==> config.mk <==
export PLATFORM = sky130hd
export DESIGN_NAME = tdm_share_arbiter
export DESIGN_NICKNAME = d
export VERILOG_FILES = /design/src/rtl/tdm_share_pkg.sv /design/src/rtl/tdm_slot_timer.sv /design/src/rtl/tdm_share_arbiter.sv
export SDC_FILE = /design/constraint.sdc
export NUM_CORES = 1
export LEC_CHECK = 0
export CAP_MARGIN = 10
export CORE_MARGIN = 2
export CORE_UTILIZATION = 39
export CTS_CLUSTER_DIAMETER = 40
export DETAILED_ROUTE_END_ITERATION = 10
export GPL_TIMING_DRIVEN = 0
export PLACE_DENSITY_LB_ADDON = 0.05
export RECOVER_POWER = 50
export SETUP_SLACK_MARGIN = 0.3
export SYNTH_ARGS = -nofsm -noshare
export SYNTH_HDL_FRONTEND = slang
export SYNTH_HIERARCHICAL = 1
export SYNTH_SLANG_ARGS = --single-unit
==> constraint.sdc <==
create_clock -name clk -period 1.5 [get_ports clk]
set_input_delay 0.15 -clock clk [delete_from_list [all_inputs] [get_ports clk]]
set_output_delay 0.15 -clock clk [all_outputs]
set_load 0.02 [all_outputs]
==> src/rtl/tdm_share_pkg.sv <==
// Shared types and constants for the time-division shared-accumulator arbiter.
package tdm_share_pkg;

  // Slot schedule states; the scrub states are only entered when
  // TDM_SHARE_SCRUB_EN is defined.
  typedef enum logic [1:0] {
    L_SLOT   = 2'd0,
    SCRUB_LH = 2'd1,
    H_SLOT   = 2'd2,
    SCRUB_HL = 2'd3
  } state_e;

  // Domain encoding on the dom output.
  localparam logic DOM_L = 1'b0;
  localparam logic DOM_H = 1'b1;

  // Operation encoding on op_l / op_h.
  localparam logic OP_LOAD = 1'b0;
  localparam logic OP_ACC  = 1'b1;

endpackage

==> src/rtl/tdm_slot_timer.sv <==
// Fixed TDM slot schedule: state, slot counter and domain owner.
// No data inputs reach this block, so every output is public-timing only.
// Build option: TDM_SHARE_SCRUB_EN inserts a one-cycle scrub state between slots.
module tdm_slot_timer
  import tdm_share_pkg::*;
#(
  parameter int SLOT_LEN = 4
) (
  input  logic       clk,
  input  logic       reset,
  output state_e     state_o,
  output logic [3:0] slot_cnt_o,
  output logic       dom_o
);

  localparam logic [3:0] LAST_CNT = 4'(SLOT_LEN - 1);

  state_e     state_q;
  logic [3:0] cnt_q;
  logic       dom_q;

  // Schedule FSM: advances on slot_cnt alone; dom flips when entering the next owner's scrub (or slot).
  always_ff @(posedge clk) begin
    if (!reset) begin
      state_q <= L_SLOT;
      cnt_q   <= 4'd0;
      dom_q   <= DOM_L;
    end else begin
      case (state_q)
        L_SLOT: begin
          if (cnt_q == LAST_CNT) begin
            cnt_q <= 4'd0;
            dom_q <= DOM_H;
`ifdef TDM_SHARE_SCRUB_EN
            state_q <= SCRUB_LH;
`else
            state_q <= H_SLOT;
`endif
          end else begin
            cnt_q <= cnt_q + 4'd1;
          end
        end
        SCRUB_LH: begin
          state_q <= H_SLOT;
          cnt_q   <= 4'd0;
          dom_q   <= DOM_H;
        end
        H_SLOT: begin
          if (cnt_q == LAST_CNT) begin
            cnt_q <= 4'd0;
            dom_q <= DOM_L;
`ifdef TDM_SHARE_SCRUB_EN
            state_q <= SCRUB_HL;
`else
            state_q <= L_SLOT;
`endif
          end else begin
            cnt_q <= cnt_q + 4'd1;
          end
        end
        SCRUB_HL: begin
          state_q <= L_SLOT;
          cnt_q   <= 4'd0;
          dom_q   <= DOM_L;
        end
        default: begin
          state_q <= L_SLOT;
          cnt_q   <= 4'd0;
          dom_q   <= DOM_L;
        end
      endcase
    end
  end

  assign state_o    = state_q;
  assign slot_cnt_o = cnt_q;
  assign dom_o      = dom_q;

endmodule

==> src/rtl/tdm_share_arbiter.sv <==
// Time-division arbiter owning the shared accumulator register between an
// L and an H requester. The schedule never depends on requests.
// Build option: TDM_SHARE_SCRUB_EN zeroes the register between domains
// (secure build); without it dout carries over across the domain switch.
module tdm_share_arbiter
  import tdm_share_pkg::*;
#(
  parameter int WIDTH    = 4,
  parameter int SLOT_LEN = 4
) (
  input  logic             clk,
  input  logic             reset,
  input  logic             req_l,
  input  logic             op_l,
  input  logic [WIDTH-1:0] din_l,
  input  logic             req_h,
  input  logic             op_h,
  input  logic [WIDTH-1:0] din_h,
  output logic             dom,
  output logic             gnt_l,
  output logic             gnt_h,
  output logic [WIDTH-1:0] dout,
  output logic             dout_valid,
  output logic [3:0]       slot_cnt
);

  state_e           state_s;
  logic [WIDTH-1:0] dout_q;
  logic [WIDTH-1:0] dout_d;
  logic             valid_q;
  logic             valid_d;

  tdm_slot_timer #(
    .SLOT_LEN (SLOT_LEN)
  ) u_timer (
    .clk        (clk),
    .reset      (reset),
    .state_o    (state_s),
    .slot_cnt_o (slot_cnt),
    .dom_o      (dom)
  );

  // A requester is granted only inside its own slot.
  assign gnt_l = req_l & (state_s == L_SLOT);
  assign gnt_h = req_h & (state_s == H_SLOT);

  // Next value of the shared register: serve the granted op, scrub, or hold.
  always_comb begin
    dout_d  = dout_q;
    valid_d = valid_q;
    if (gnt_l) begin
      valid_d = 1'b1;
      if (op_l == OP_ACC) begin
        dout_d = dout_q + din_l;
      end else begin
        dout_d = din_l;
      end
    end else if (gnt_h) begin
      valid_d = 1'b1;
      if (op_h == OP_ACC) begin
        dout_d = dout_q + din_h;
      end else begin
        dout_d = din_h;
      end
    end else begin
`ifdef TDM_SHARE_SCRUB_EN
      if ((state_s == SCRUB_LH) || (state_s == SCRUB_HL)) begin
        dout_d  = {WIDTH{1'b0}};
        valid_d = 1'b0;
      end else begin
        dout_d  = dout_q;
        valid_d = valid_q;
      end
`else
      dout_d  = dout_q;
      valid_d = valid_q;
`endif
    end
  end

  // Shared register; reset discards any operation granted in the same cycle.
  always_ff @(posedge clk) begin
    if (!reset) begin
      dout_q  <= {WIDTH{1'b0}};
      valid_q <= 1'b0;
    end else begin
      dout_q  <= dout_d;
      valid_q <= valid_d;
    end
  end

  assign dout       = dout_q;
  assign dout_valid = valid_q;

endmodule

==> impl.org <==
** STA
- Post-layout minimum cycle time :: 1570 ps
- Setup repair after global routing could not meet its margin everywhere.
- In the final timing run, aggregate negative setup slack is -133 ps.
- Final Setup Violations :: 3
- Maximum operating frequency :: 0.636 GHz
- Setup slack on the critical path of the routed design comes to -73.5 ps.
- Period Utilization, post-route :: 1.05
- Final Hold Fails :: 0
- Setup clock skew after layout :: 3.12 ps
- Number of max-slew violations in the final report :: 0
- Worst hold slack after final layout :: 386 ps

** Finish
- The filler cells instantiated in the layout total 170.
- The multi-input combinational cells in the finished layout cover a total of 624 sq um.
- Share of post-route cells with drive strength above 1 :: 0.345
- Most frequent cells in the layout :: sky130_fd_sc_hd__dlygate4sd2_1 (9), sky130_fd_sc_hd__clkdlybuf4s50_1 (8), sky130_fd_sc_hd__dfxtp_1 (7), sky130_fd_sc_hd__buf_4 (7), sky130_fd_sc_hd__ha_4 (6)
- Compared with the post-synthesis result, the final layout area differs by 61.4%.
- The finished layout holds 141 standard cells, fillers aside.
- For this run, the share of the core covered by cells in the final layout is 0.680.
- At the end of the flow, the number of nets in the layout was 140.
- Antenna diode count :: 0
- Most common library cell in the layout ignoring fill and taps :: sky130_fd_sc_hd__dlygate4sd2_1
- Summing all flip-flop and latch instances after layout gives 211 sq um.

** Place
- Detailed placement ended at an HPWL of 1270 um.
- In this run, placement finished with an instance count of 131.
- The congestion estimate from routability-driven global placement came to 0.783.
- Buffers placed on the I/O ports in this run total 25.

** Setup path
- CP delay by family, top :: simple AND/OR/NAND/NOR gates
- In this design, the stage delay of the slowest critical-path cell is 360 ps.
- Bufs and invs on worst path :: 0
- Critical Path Fanout Max :: 3
- For the worst setup path, the data arrival time is 1740 ps.
- Cells along the critical path :: ha_4 -> and3_4 -> or3_4 -> a31o_1 -> a21oi_2 -> a211oi_2
- The worst setup path is launched from a flop.
- Standard cell with the maximum stage delay on the critical path :: sky130_fd_sc_hd__or3_4
- Worst Setup Path Type :: reg -> reg
- Type of destination of the critical path :: flop
- Critical path required time :: 1670 ps

** Global routing
- Aggregate global routing overflow :: 0
- Largest net degree at the start of global routing :: 13
- The number of antenna violations at the first check in global routing came to 0.
- Across every metal layer, demand over resource in global routing totals 0.178.
- The first global-routing pass estimated 2750 um of wire.
- The number of global-route vias before repair was 634.

** Power
- The design draws 0.871 mW.
- For this design the ratio of total power to cell area is 726 nW/um^2.
- Across the VDD grid, the largest voltage drop is 0.000442 V.
- For this design the static power due to leakage is 0.506 nW.

** Routing
- In the final routed layout, each cell accounts on average for 12.1 um.
- Count of nets left with antenna violations after detail routing :: 0
- The routed layout has 699 vias.
- The pre-antenna-repair detailed-routing pass consisted of 4 iterations.
- DR DRC count :: 0
- The routed design has 1710 um of wire.
- The first routing iteration left 9 violations.
- Post-detailed-route via-to-cell ratio :: 4.96

** Floorplanning
- Die X :: 47.7 um
- The floorplan has 15 rows.
- Core Box Area :: 1760 sq um
- Die Area :: 2270 sq um
- I/O Pins :: 26
- Measured along the y axis, the die boundary spans 47.7 um.
- Initial core utilization :: 0.421

** Logic synthesis
- The Yosys step of the flow raised 6 warnings.
- Library cells used by synthesis :: 35
- In this run, synthesis produced a sequential element count of 10.
- Post-synthesis net count :: 104
- In this run the cell area of the synthesized design comes to 743 sq um.
- Post-synthesis average cell area :: 9.18 sq um
- Main area contributors after synthesis :: sky130_fd_sc_hd__dfxtp_1 (27%), sky130_fd_sc_hd__ha_1 (12%), sky130_fd_sc_hd__mux2i_1 (6.7%), sky130_fd_sc_hd__fa_1 (5.4%), sky130_fd_sc_hd__nand2b_1 (4.2%)
- Proportion of synthesized chip area in sequential cells :: 0.269
- Gate Count Post-Synth :: 81
- Of the post-synthesis cell area, the dominant cell type holds 0.269.
- Library cell with the largest summed area after synthesis :: sky130_fd_sc_hd__dfxtp_1

** Worst hold path
- Worst Hold Class :: in -> reg

** Clock tree
- Clock tree from TritonCTS :: yes
- Clock Latency Late Sink :: 280 ps
- In this run the number of H-tree levels came out at 1.
- Buffer depth of the longest clock path :: 2
- Count of hold-fix buffers inserted at cts :: 0
- Clock slew at reported path FFs :: 70 ps
- The number of clock buffers added by TritonCTS is 3.
- Clock sink count :: 10
- The tree is rooted in a sky130_fd_sc_hd__clkbuf_4.

** Run
- Maximum Capacitance Violations :: 0

** Run status
- The final reports fail on setup timing.
- The run finished, with violations left.
==> per-stage QoR <==
step / setup slack, ps / area (sq um)
floorplan: -118 / 803
global placement: -445 / 1080
detailed placement: -461 / 1080
CTS: -130 / 1170
global route: -109 / 1200
finish: -73.5 / 1200
==> layer usage <==
| layer | up-vias | global-route usage | wire, um |
|---|---|---|---|
| li1 | 354 | - | - |
| met1 | 324 | 0.215 | 768 |
| met5 | - | 0 | 0 |
| met3 | 2 | 0.0717 | 123 |
| met4 | 0 | 0.0486 | 11 |
| met2 | 19 | 0.295 | 810 |
==> area by class of cell <==
| type | count | share of cell area |
|---|---|---|
| timing repair buffer | 31 | 0.213 |
| clock buffer | 4 | 0.0302 |
| inverter | 6 | 0.0188 |
| sequential | 10 | 0.176 |
| buffer | 2 | 0.0156 |
| tap | 25 | 0.0261 |
| multi-input combinational | 63 | 0.520 |
==> cells in the mapped netlist <==
| cell | number |
|---|---|
| sky130_fd_sc_hd__inv_1 | 6 |
| sky130_fd_sc_hd__dfxtp_1 | 10 |
| sky130_fd_sc_hd__a211oi_2 | 1 |
| sky130_fd_sc_hd__a21oi_2 | 1 |
| sky130_fd_sc_hd__a21o_2 | 1 |
| sky130_fd_sc_hd__o21ai_1 | 1 |
| sky130_fd_sc_hd__nand4_1 | 1 |
| sky130_fd_sc_hd__nor3b_2 | 1 |
| sky130_fd_sc_hd__nand2_2 | 1 |
| sky130_fd_sc_hd__nor3b_1 | 1 |
| sky130_fd_sc_hd__nand2b_1 | 5 |
| sky130_fd_sc_hd__nand3_1 | 1 |
| sky130_fd_sc_hd__a21o_1 | 1 |
| sky130_fd_sc_hd__nand3b_1 | 1 |
| sky130_fd_sc_hd__a21oi_1 | 2 |
| sky130_fd_sc_hd__nor2_1 | 3 |
| sky130_fd_sc_hd__fa_1 | 2 |
| sky130_fd_sc_hd__a211oi_1 | 1 |
| sky130_fd_sc_hd__and3_4 | 1 |
| sky130_fd_sc_hd__a31o_1 | 1 |
| sky130_fd_sc_hd__mux2_1 | 1 |
| sky130_fd_sc_hd__a21boi_1 | 1 |
| sky130_fd_sc_hd__or3_1 | 1 |
| sky130_fd_sc_hd__a21boi_0 | 1 |
| sky130_fd_sc_hd__o21ai_0 | 5 |
| sky130_fd_sc_hd__mux2_2 | 1 |
| sky130_fd_sc_hd__ha_1 | 7 |
| sky130_fd_sc_hd__nand2_1 | 6 |
| sky130_fd_sc_hd__o21a_1 | 1 |
| sky130_fd_sc_hd__mux2i_1 | 5 |
| sky130_fd_sc_hd__xnor2_1 | 3 |
| sky130_fd_sc_hd__and3b_1 | 1 |
| sky130_fd_sc_hd__buf_4 | 2 |
| sky130_fd_sc_hd__o211ai_1 | 3 |
| sky130_fd_sc_hd__conb_1 | 1 |
==> final timing paths <==
path                           startpoint                       to  slack (ps)  cells after the start
hold reg to reg   dout_valid$_SDFFE_PN0P_  dout_valid$_SDFFE_PN0P_         470                      1
setup / recovery     dout[2]$_SDFFE_PN0P_     dout[3]$_SDFFE_PN0P_         -70                      6
setup reg to reg     dout[2]$_SDFFE_PN0P_     dout[3]$_SDFFE_PN0P_         -70                      6
hold / removal                   din_h[0]     dout[0]$_SDFFE_PN0P_         390                      3
==> worst reg2reg max path, cell delays in order, from the launching register on <==
cell	delay, ps
sky130_fd_sc_hd__dfxtp_4	350
sky130_fd_sc_hd__ha_4	220
sky130_fd_sc_hd__and3_4	170
sky130_fd_sc_hd__or3_4	360
sky130_fd_sc_hd__a31o_1	190
sky130_fd_sc_hd__a21oi_2	140
sky130_fd_sc_hd__a211oi_2	40
==> registers in the layout, summed over array words and instances (netlist names) <==
signal,count
u_timer/slot_cnt_o,4
dout,4
u_timer/state_o,1
dout_valid,1
==> power breakdown <==
group | internal, mW | leakage, nW | switching [mW]
clock network | 0.148 | 0.0210 | 0.109
logic | 0.162 | 0.401 | 0.144
registers | 0.286 | 0.0842 | 0.0223
==> cells by family (layout without fill, tap and decap cells) <==
| group | Yosys count | after routing | share of synthesized area |
|---|---|---|---|
| buffers and inverters | 8 | 43 | 0.0505 |
| AO/OA/AOI/OAI | 20 | 20 | 0.187 |
| other | 1 | 1 | 0.00505 |
| AND/OR/NAND/NOR | 23 | 23 | 0.184 |
| adder cells (fa/ha/maj) | 9 | 9 | 0.172 |
| multiplexers | 7 | 7 | 0.0976 |
| flip-flops | 10 | 10 | 0.269 |
| XOR/XNOR | 3 | 3 | 0.0354 |
==> what timing repair did <==
item	in CTS	in global routing
setup endpoints to repair	16	11
pin swaps	5	11
setup buffers	4	2
resized for setup	33	21
Power figures use the tool's default switching activity.
